[config.mk]
export PLATFORM = sky130hd
export DESIGN_NAME = alu_addr_unit_flat
export DESIGN_NICKNAME = d
export VERILOG_FILES = /design/src/rtl/alu_addr_unit_if.sv /design/src/rtl/alu_addr_unit.sv /design/src/flat_wrapper.sv
export SDC_FILE = /design/constraint.sdc
export NUM_CORES = 1
export LEC_CHECK = 0
export ABC_AREA = 1
export CAP_MARGIN = 25
export CORE_MARGIN = 2
export CORE_UTILIZATION = 50
export DETAILED_ROUTE_END_ITERATION = 10
export GPL_ROUTABILITY_DRIVEN = 0
export PLACE_DENSITY = 0.86
export SLEW_MARGIN = 20
export SYNTH_ARGS = -nofsm -noshare
export SYNTH_HDL_FRONTEND = slang
export SYNTH_SLANG_ARGS = --single-unit
[constraint.sdc]
create_clock -name clk -period 2.67 [get_ports clk]
set_input_delay 0.534 -clock clk [delete_from_list [all_inputs] [get_ports clk]]
set_output_delay 0.534 -clock clk [all_outputs]
set_load 0.01 [all_outputs]
[src/rtl/alu_addr_unit_if.sv]
// Operand/offset bus and registered result bus of alu_addr_unit.
// carry/overflow exist only when ALU_FLAGS_EN is defined.
interface alu_addr_unit_if #(
  parameter int W = 16
);
  logic         in_valid;
  logic [W-1:0] data1;
  logic [W-1:0] data2;
  logic         aluop;
  logic [W-1:0] pc;
  logic [4:0]   off5;
  logic [10:0]  off11;
  logic         out_valid;
  logic [W-1:0] result;
  logic         zero;
  logic [W-1:0] jeq_addr;
  logic [W-1:0] jmp_addr;
`ifdef ALU_FLAGS_EN
  logic         carry;
  logic         overflow;
`endif

  // Handshake: in_valid qualifies inputs for exactly one edge; there is no ready.
  // out_valid is in_valid delayed one cycle; result fields hold when it is low.
  modport master (
    output in_valid, data1, data2, aluop, pc, off5, off11,
`ifdef ALU_FLAGS_EN
    input  carry, overflow,
`endif
    input  out_valid, result, zero, jeq_addr, jmp_addr
  );

  modport slave (
    input  in_valid, data1, data2, aluop, pc, off5, off11,
`ifdef ALU_FLAGS_EN
    output carry, overflow,
`endif
    output out_valid, result, zero, jeq_addr, jmp_addr
  );
endinterface

[src/rtl/alu_addr_unit.sv]
// Single-cycle ADD/SUB ALU plus JEQ/JMP branch-target adders, all registered.
// Optional macro ALU_FLAGS_EN adds registered carry and overflow outputs.
module alu_addr_unit #(
  parameter int W = 16
) (
  input  logic          clk,
  input  logic          reset,
  alu_addr_unit_if.slave bus
);
  logic         out_valid_q, out_valid_d;
  logic [W-1:0] result_q,    result_d;
  logic         zero_q,      zero_d;
  logic [W-1:0] jeq_addr_q,  jeq_addr_d;
  logic [W-1:0] jmp_addr_q,  jmp_addr_d;

  logic [W-1:0] operand_b;
  logic [W-1:0] alu_res;
  logic [W-1:0] jeq_sum;
  logic [W-1:0] jmp_sum;

`ifdef ALU_FLAGS_EN
  logic         carry_q,     carry_d;
  logic         overflow_q,  overflow_d;
  logic [W:0]   sum_full;
  logic         carry_c;
  logic         overflow_c;
`endif

  // SUB reuses the adder: A + ~B + 1, with the +1 fed in as carry-in.
  always_comb begin
    operand_b = bus.aluop ? ~bus.data2 : bus.data2;
`ifdef ALU_FLAGS_EN
    sum_full   = {1'b0, bus.data1} + {1'b0, operand_b} + {{W{1'b0}}, bus.aluop};
    alu_res    = sum_full[W-1:0];
    carry_c    = sum_full[W];
    overflow_c = (bus.data1[W-1] == operand_b[W-1]) && (alu_res[W-1] != bus.data1[W-1]);
`else
    alu_res    = bus.data1 + operand_b + {{(W-1){1'b0}}, bus.aluop};
`endif
  end

  // Branch targets are relative to the owning instruction's own pc.
  always_comb begin
    jeq_sum = bus.pc + {{(W-5){bus.off5[4]}}, bus.off5};
    jmp_sum = bus.pc + {{(W-11){bus.off11[10]}}, bus.off11};
  end

  always_comb begin
    out_valid_d = bus.in_valid;
    result_d    = result_q;
    zero_d      = zero_q;
    jeq_addr_d  = jeq_addr_q;
    jmp_addr_d  = jmp_addr_q;
`ifdef ALU_FLAGS_EN
    carry_d     = carry_q;
    overflow_d  = overflow_q;
`endif
    if (bus.in_valid) begin
      result_d   = alu_res;
      zero_d     = (alu_res == '0);
      jeq_addr_d = jeq_sum;
      jmp_addr_d = jmp_sum;
`ifdef ALU_FLAGS_EN
      carry_d    = carry_c;
      overflow_d = overflow_c;
`endif
    end
  end

  always_ff @(posedge clk) begin
    if (reset) begin
      out_valid_q <= 1'b0;
      result_q    <= '0;
      zero_q      <= 1'b0;
      jeq_addr_q  <= '0;
      jmp_addr_q  <= '0;
`ifdef ALU_FLAGS_EN
      carry_q     <= 1'b0;
      overflow_q  <= 1'b0;
`endif
    end else begin
      out_valid_q <= out_valid_d;
      result_q    <= result_d;
      zero_q      <= zero_d;
      jeq_addr_q  <= jeq_addr_d;
      jmp_addr_q  <= jmp_addr_d;
`ifdef ALU_FLAGS_EN
      carry_q     <= carry_d;
      overflow_q  <= overflow_d;
`endif
    end
  end

  assign bus.out_valid = out_valid_q;
  assign bus.result    = result_q;
  assign bus.zero      = zero_q;
  assign bus.jeq_addr  = jeq_addr_q;
  assign bus.jmp_addr  = jmp_addr_q;
`ifdef ALU_FLAGS_EN
  assign bus.carry     = carry_q;
  assign bus.overflow  = overflow_q;
`endif
endmodule

[src/flat_wrapper.sv]
// flat-port wrapper written by rule: the top's interface ports become plain ports
module alu_addr_unit_flat 
#(
  parameter int W = 16
)
  (clk, reset, bus_in_valid, bus_data1, bus_data2, bus_aluop, bus_pc, bus_off5, bus_off11, bus_out_valid, bus_result, bus_zero, bus_jeq_addr, bus_jmp_addr);
  alu_addr_unit_if #(.W(W)) bus_i ();
  input  logic clk;
  input  logic reset;
  input wire logic [$bits(bus_i.in_valid)-1:0] bus_in_valid;
  input wire logic [$bits(bus_i.data1)-1:0] bus_data1;
  input wire logic [$bits(bus_i.data2)-1:0] bus_data2;
  input wire logic [$bits(bus_i.aluop)-1:0] bus_aluop;
  input wire logic [$bits(bus_i.pc)-1:0] bus_pc;
  input wire logic [$bits(bus_i.off5)-1:0] bus_off5;
  input wire logic [$bits(bus_i.off11)-1:0] bus_off11;
  output wire logic [$bits(bus_i.out_valid)-1:0] bus_out_valid;
  output wire logic [$bits(bus_i.result)-1:0] bus_result;
  output wire logic [$bits(bus_i.zero)-1:0] bus_zero;
  output wire logic [$bits(bus_i.jeq_addr)-1:0] bus_jeq_addr;
  output wire logic [$bits(bus_i.jmp_addr)-1:0] bus_jmp_addr;
  assign bus_i.in_valid = bus_in_valid;
  assign bus_i.data1 = bus_data1;
  assign bus_i.data2 = bus_data2;
  assign bus_i.aluop = bus_aluop;
  assign bus_i.pc = bus_pc;
  assign bus_i.off5 = bus_off5;
  assign bus_i.off11 = bus_off11;
  assign bus_out_valid = bus_i.out_valid;
  assign bus_result = bus_i.result;
  assign bus_zero = bus_i.zero;
  assign bus_jeq_addr = bus_i.jeq_addr;
  assign bus_jmp_addr = bus_i.jmp_addr;
  alu_addr_unit #(.W(W)) u_core (.clk(clk), .reset(reset), .bus(bus_i));
endmodule
==> results.json <==
{
  "ff2ff_path_depth": 4,
  "cts.reportedPaths.clkPinSlew_ns": 0.09,
  "drive_gt1_frac": 0.0846,
  "dr.pass1.iters": 6,
  "areaGrowthSynthToFinish_pct": 39.2,
  "drc": 0,
  "drv_slew": 0,
  "hold_viol": 0,
  "ys_warn_count": 0,
  "grt_setup_unrepaired": "false",
  "synth_ff_type": "dfxtp_1",
  "maxSlewHeadroom": 0.586,
  "cts_hold_buf": 0,
  "grt_max_degree": 69,
  "cap_viol_max_count": 0,
  "netlist_area_um2": 4470,
  "skew_ns": 0,
  "cp.required_ns": 2.88,
  "min_path_cells": 2,
  "power-per-cell-area_nw_per_um2": 439,
  "fp.dieH_um": 98.5,
  "seq_area_frac_synth": 0.224,
  "core_um2": 8680,
  "n_fill_cell": 659,
  "drtIter0Drc": 300,
  "final_common_cell": "nand2_1",
  "critPathKind": "in -> reg",
  "clock_sink_count": 50,
  "fmax_mhz": 404,
  "clockBufferDepth": 2,
  "min_path_type": "reg -> reg",
  "status": "finished, final reports clean",
  "synth_edf_count": 0,
  "start_util": 0.515,
  "grt_usage": 0.264,
  "worst_pin_slew_ns": 0.621,
  "synthArstFlopShare": 0,
  "detail_route.vias_per_cell": 5.35,
  "num_rows": 34,
  "place_inst": 960,
  "finalCriticalPeriod_ns": 2.47,
  "cts_buffers": 5,
  "die_w_um": 98.5,
  "fin_crit_sh": 0.926,
  "critPathLaunch": "bus_pc[0]",
  "p_leak_nw": 3.25,
  "wirelength_mm": 13.4,
  "diodes": 0,
  "total_power_mw": 2.73,
  "antenna_found_initial": 0,
  "grt_pass1_wl_mm": 21.6,
  "r2r-start": "u_core.bus.result[7]",
  "critPathMaxFanout": 2,
  "vias": 5194,
  "wl_per_cell_um": 13.8,
  "gr-total-overflow": 0,
  "crit_arrival_ns": 2.68,
  "hp-start": "u_core.bus.zero",
  "setup_viol": 0,
  "final_cell_mix": "nand2_1 (167), clkdlybuf4s50_1 (115), inv_1 (111)",
  "clk_latency_ns": 0.30,
  "dp_hpwl_mm": 10.3,
  "end_kind": "flop",
  "num_io_pins": 118,
  "netlist_instances": 708,
  "cts_tree": "done",
  "ant_nets": 0,
  "fin_cells": 971,
  "syn_avg_cell_area_um2": 6.31,
  "h-tree-depth": 2,
  "ir_drop_uv": 273,
  "syn-num-nets": 824,
  "grt_pass1_vias": 4900,
  "synth.ff_latch_count": 50,
  "start_kind": "input port",
  "synth_cell_type_count": 31,
  "die-area_um2": 9710,
  "io_buffer_count": 117,
  "cts_root_buf": "clkbuf_8",
  "fin_nets": 978
}
[final cells by class]
class / count / area [µm²] / area share
flip-flops and latches: 50 / 1000 / 0.161
repair buffers: 164 / 1560 / 0.252
clock inverters: 1 / 30.0 / 0.00483
clock buffers: 7 / 76.3 / 0.0123
well taps: 108 / 135 / 0.0217
multi-input cells: 530 / 3000 / 0.482
inverters: 111 / 417 / 0.0670
[final timing paths]
kind / end / slack [ns]
max reg2reg: u_core.bus.result[7] / 1.90
min: u_core.bus.zero / 0.49
max: u_core.bus.jeq_addr[10] / 0.20
min reg2reg: u_core.bus.zero / 0.49
[cells by family after synthesis]
family | count (synthesis) | share of synthesized area
adders and majority gates | 48 | 0.139
and+or+nand+nor | 342 | 0.323
DFF | 50 | 0.224
xor gates and xnor gates | 34 | 0.0667
AOI/OAI and AO/OA | 106 | 0.137
buffers and inverters | 128 | 0.110
[cell usage after synthesis, types with 6 or more instances]
cell	instances	area share
clkbuf_1	13	0.011
nand2_2	7	0.0098
nand3_1	55	0.062
nand4_1	8	0.011
nor3_1	7	0.0078
o21ai_0	40	0.045
xor2_1	26	0.051
ha_1	45	0.13
nor2_1	85	0.071
o211ai_1	14	0.024
dfxtp_1	50	0.22
nand2_1	169	0.14
xnor2_1	8	0.016
o21bai_1	6	0.010
inv_1	111	0.093
a21oi_1	34	0.038
[report_power, final]
part | internal [mW] | total [mW] | switching (mW)
sequential | 0.820 | 0.864 | 0.0437
clock | 0.281 | 0.538 | 0.257
combinational | 0.631 | 1.33 | 0.700
total | 1.73 | 2.73 | 1.00
[stage by stage]
| step | area, µm² | util | setup slack, ns | setup TNS [ns] | hold WS [ns] |
|---|---|---|---|---|---|
| floorplan | 4470 | - | 0.328 | 0 | 0.500 |
| global placement | 6050 | 0.697 | -0.152 | -0.674 | 0.468 |
| detailed placement | 6050 | 0.697 | -0.212 | -1.57 | 0.468 |
| CTS | 6160 | 0.709 | 0.0919 | 0 | 0.489 |
| global route | 6220 | 0.717 | 0.00528 | 0 | 0.512 |
| finish | 6220 | 0.717 | 0.197 | 0 | 0.487 |
[flip-flops by register name, indices dropped and copies added (netlist names)]
name / flops
u_core.bus.jeq_addr: 16
u_core.bus.zero: 1
u_core.bus.out_valid: 1
u_core.bus.jmp_addr: 16
u_core.bus.result: 16
[what timing repair did]
item / 4_1_cts / 5_1_grt
resized for setup: 0 / 5
endpoints found under the hold margin: 0 / 0
buffers inserted: 0 / 2
endpoints found under the setup margin: 0 / 5
[critical path: stages]
cell and delay (ns):
clkdlybuf4s50_1 0.49, ha_1 0.19, inv_1 0.06, fa_1 0.38, inv_1 0.07, nand3_1 0.06, nand2_1 0.09, nand2_1 0.05
nand2_1 0.09, nand2_1 0.10, o21ai_2 0.16, nand2_1 0.07, nand2_1 0.09, nor2_1 0.05, o21bai_1 0.14, inv_1 0.05
[metal layers]
metal | global-route usage | vias up | routed length, µm
met2 | 0.479 | 217 | 6450
li1 | - | 2577 | -
met3 | 0.0433 | 48 | 937
met4 | 0.0780 | 0 | 358
met5 | 0 | - | 0
met1 | 0.321 | 2352 | 5660
No activity file was read; power rests on OpenSTA's default activity.
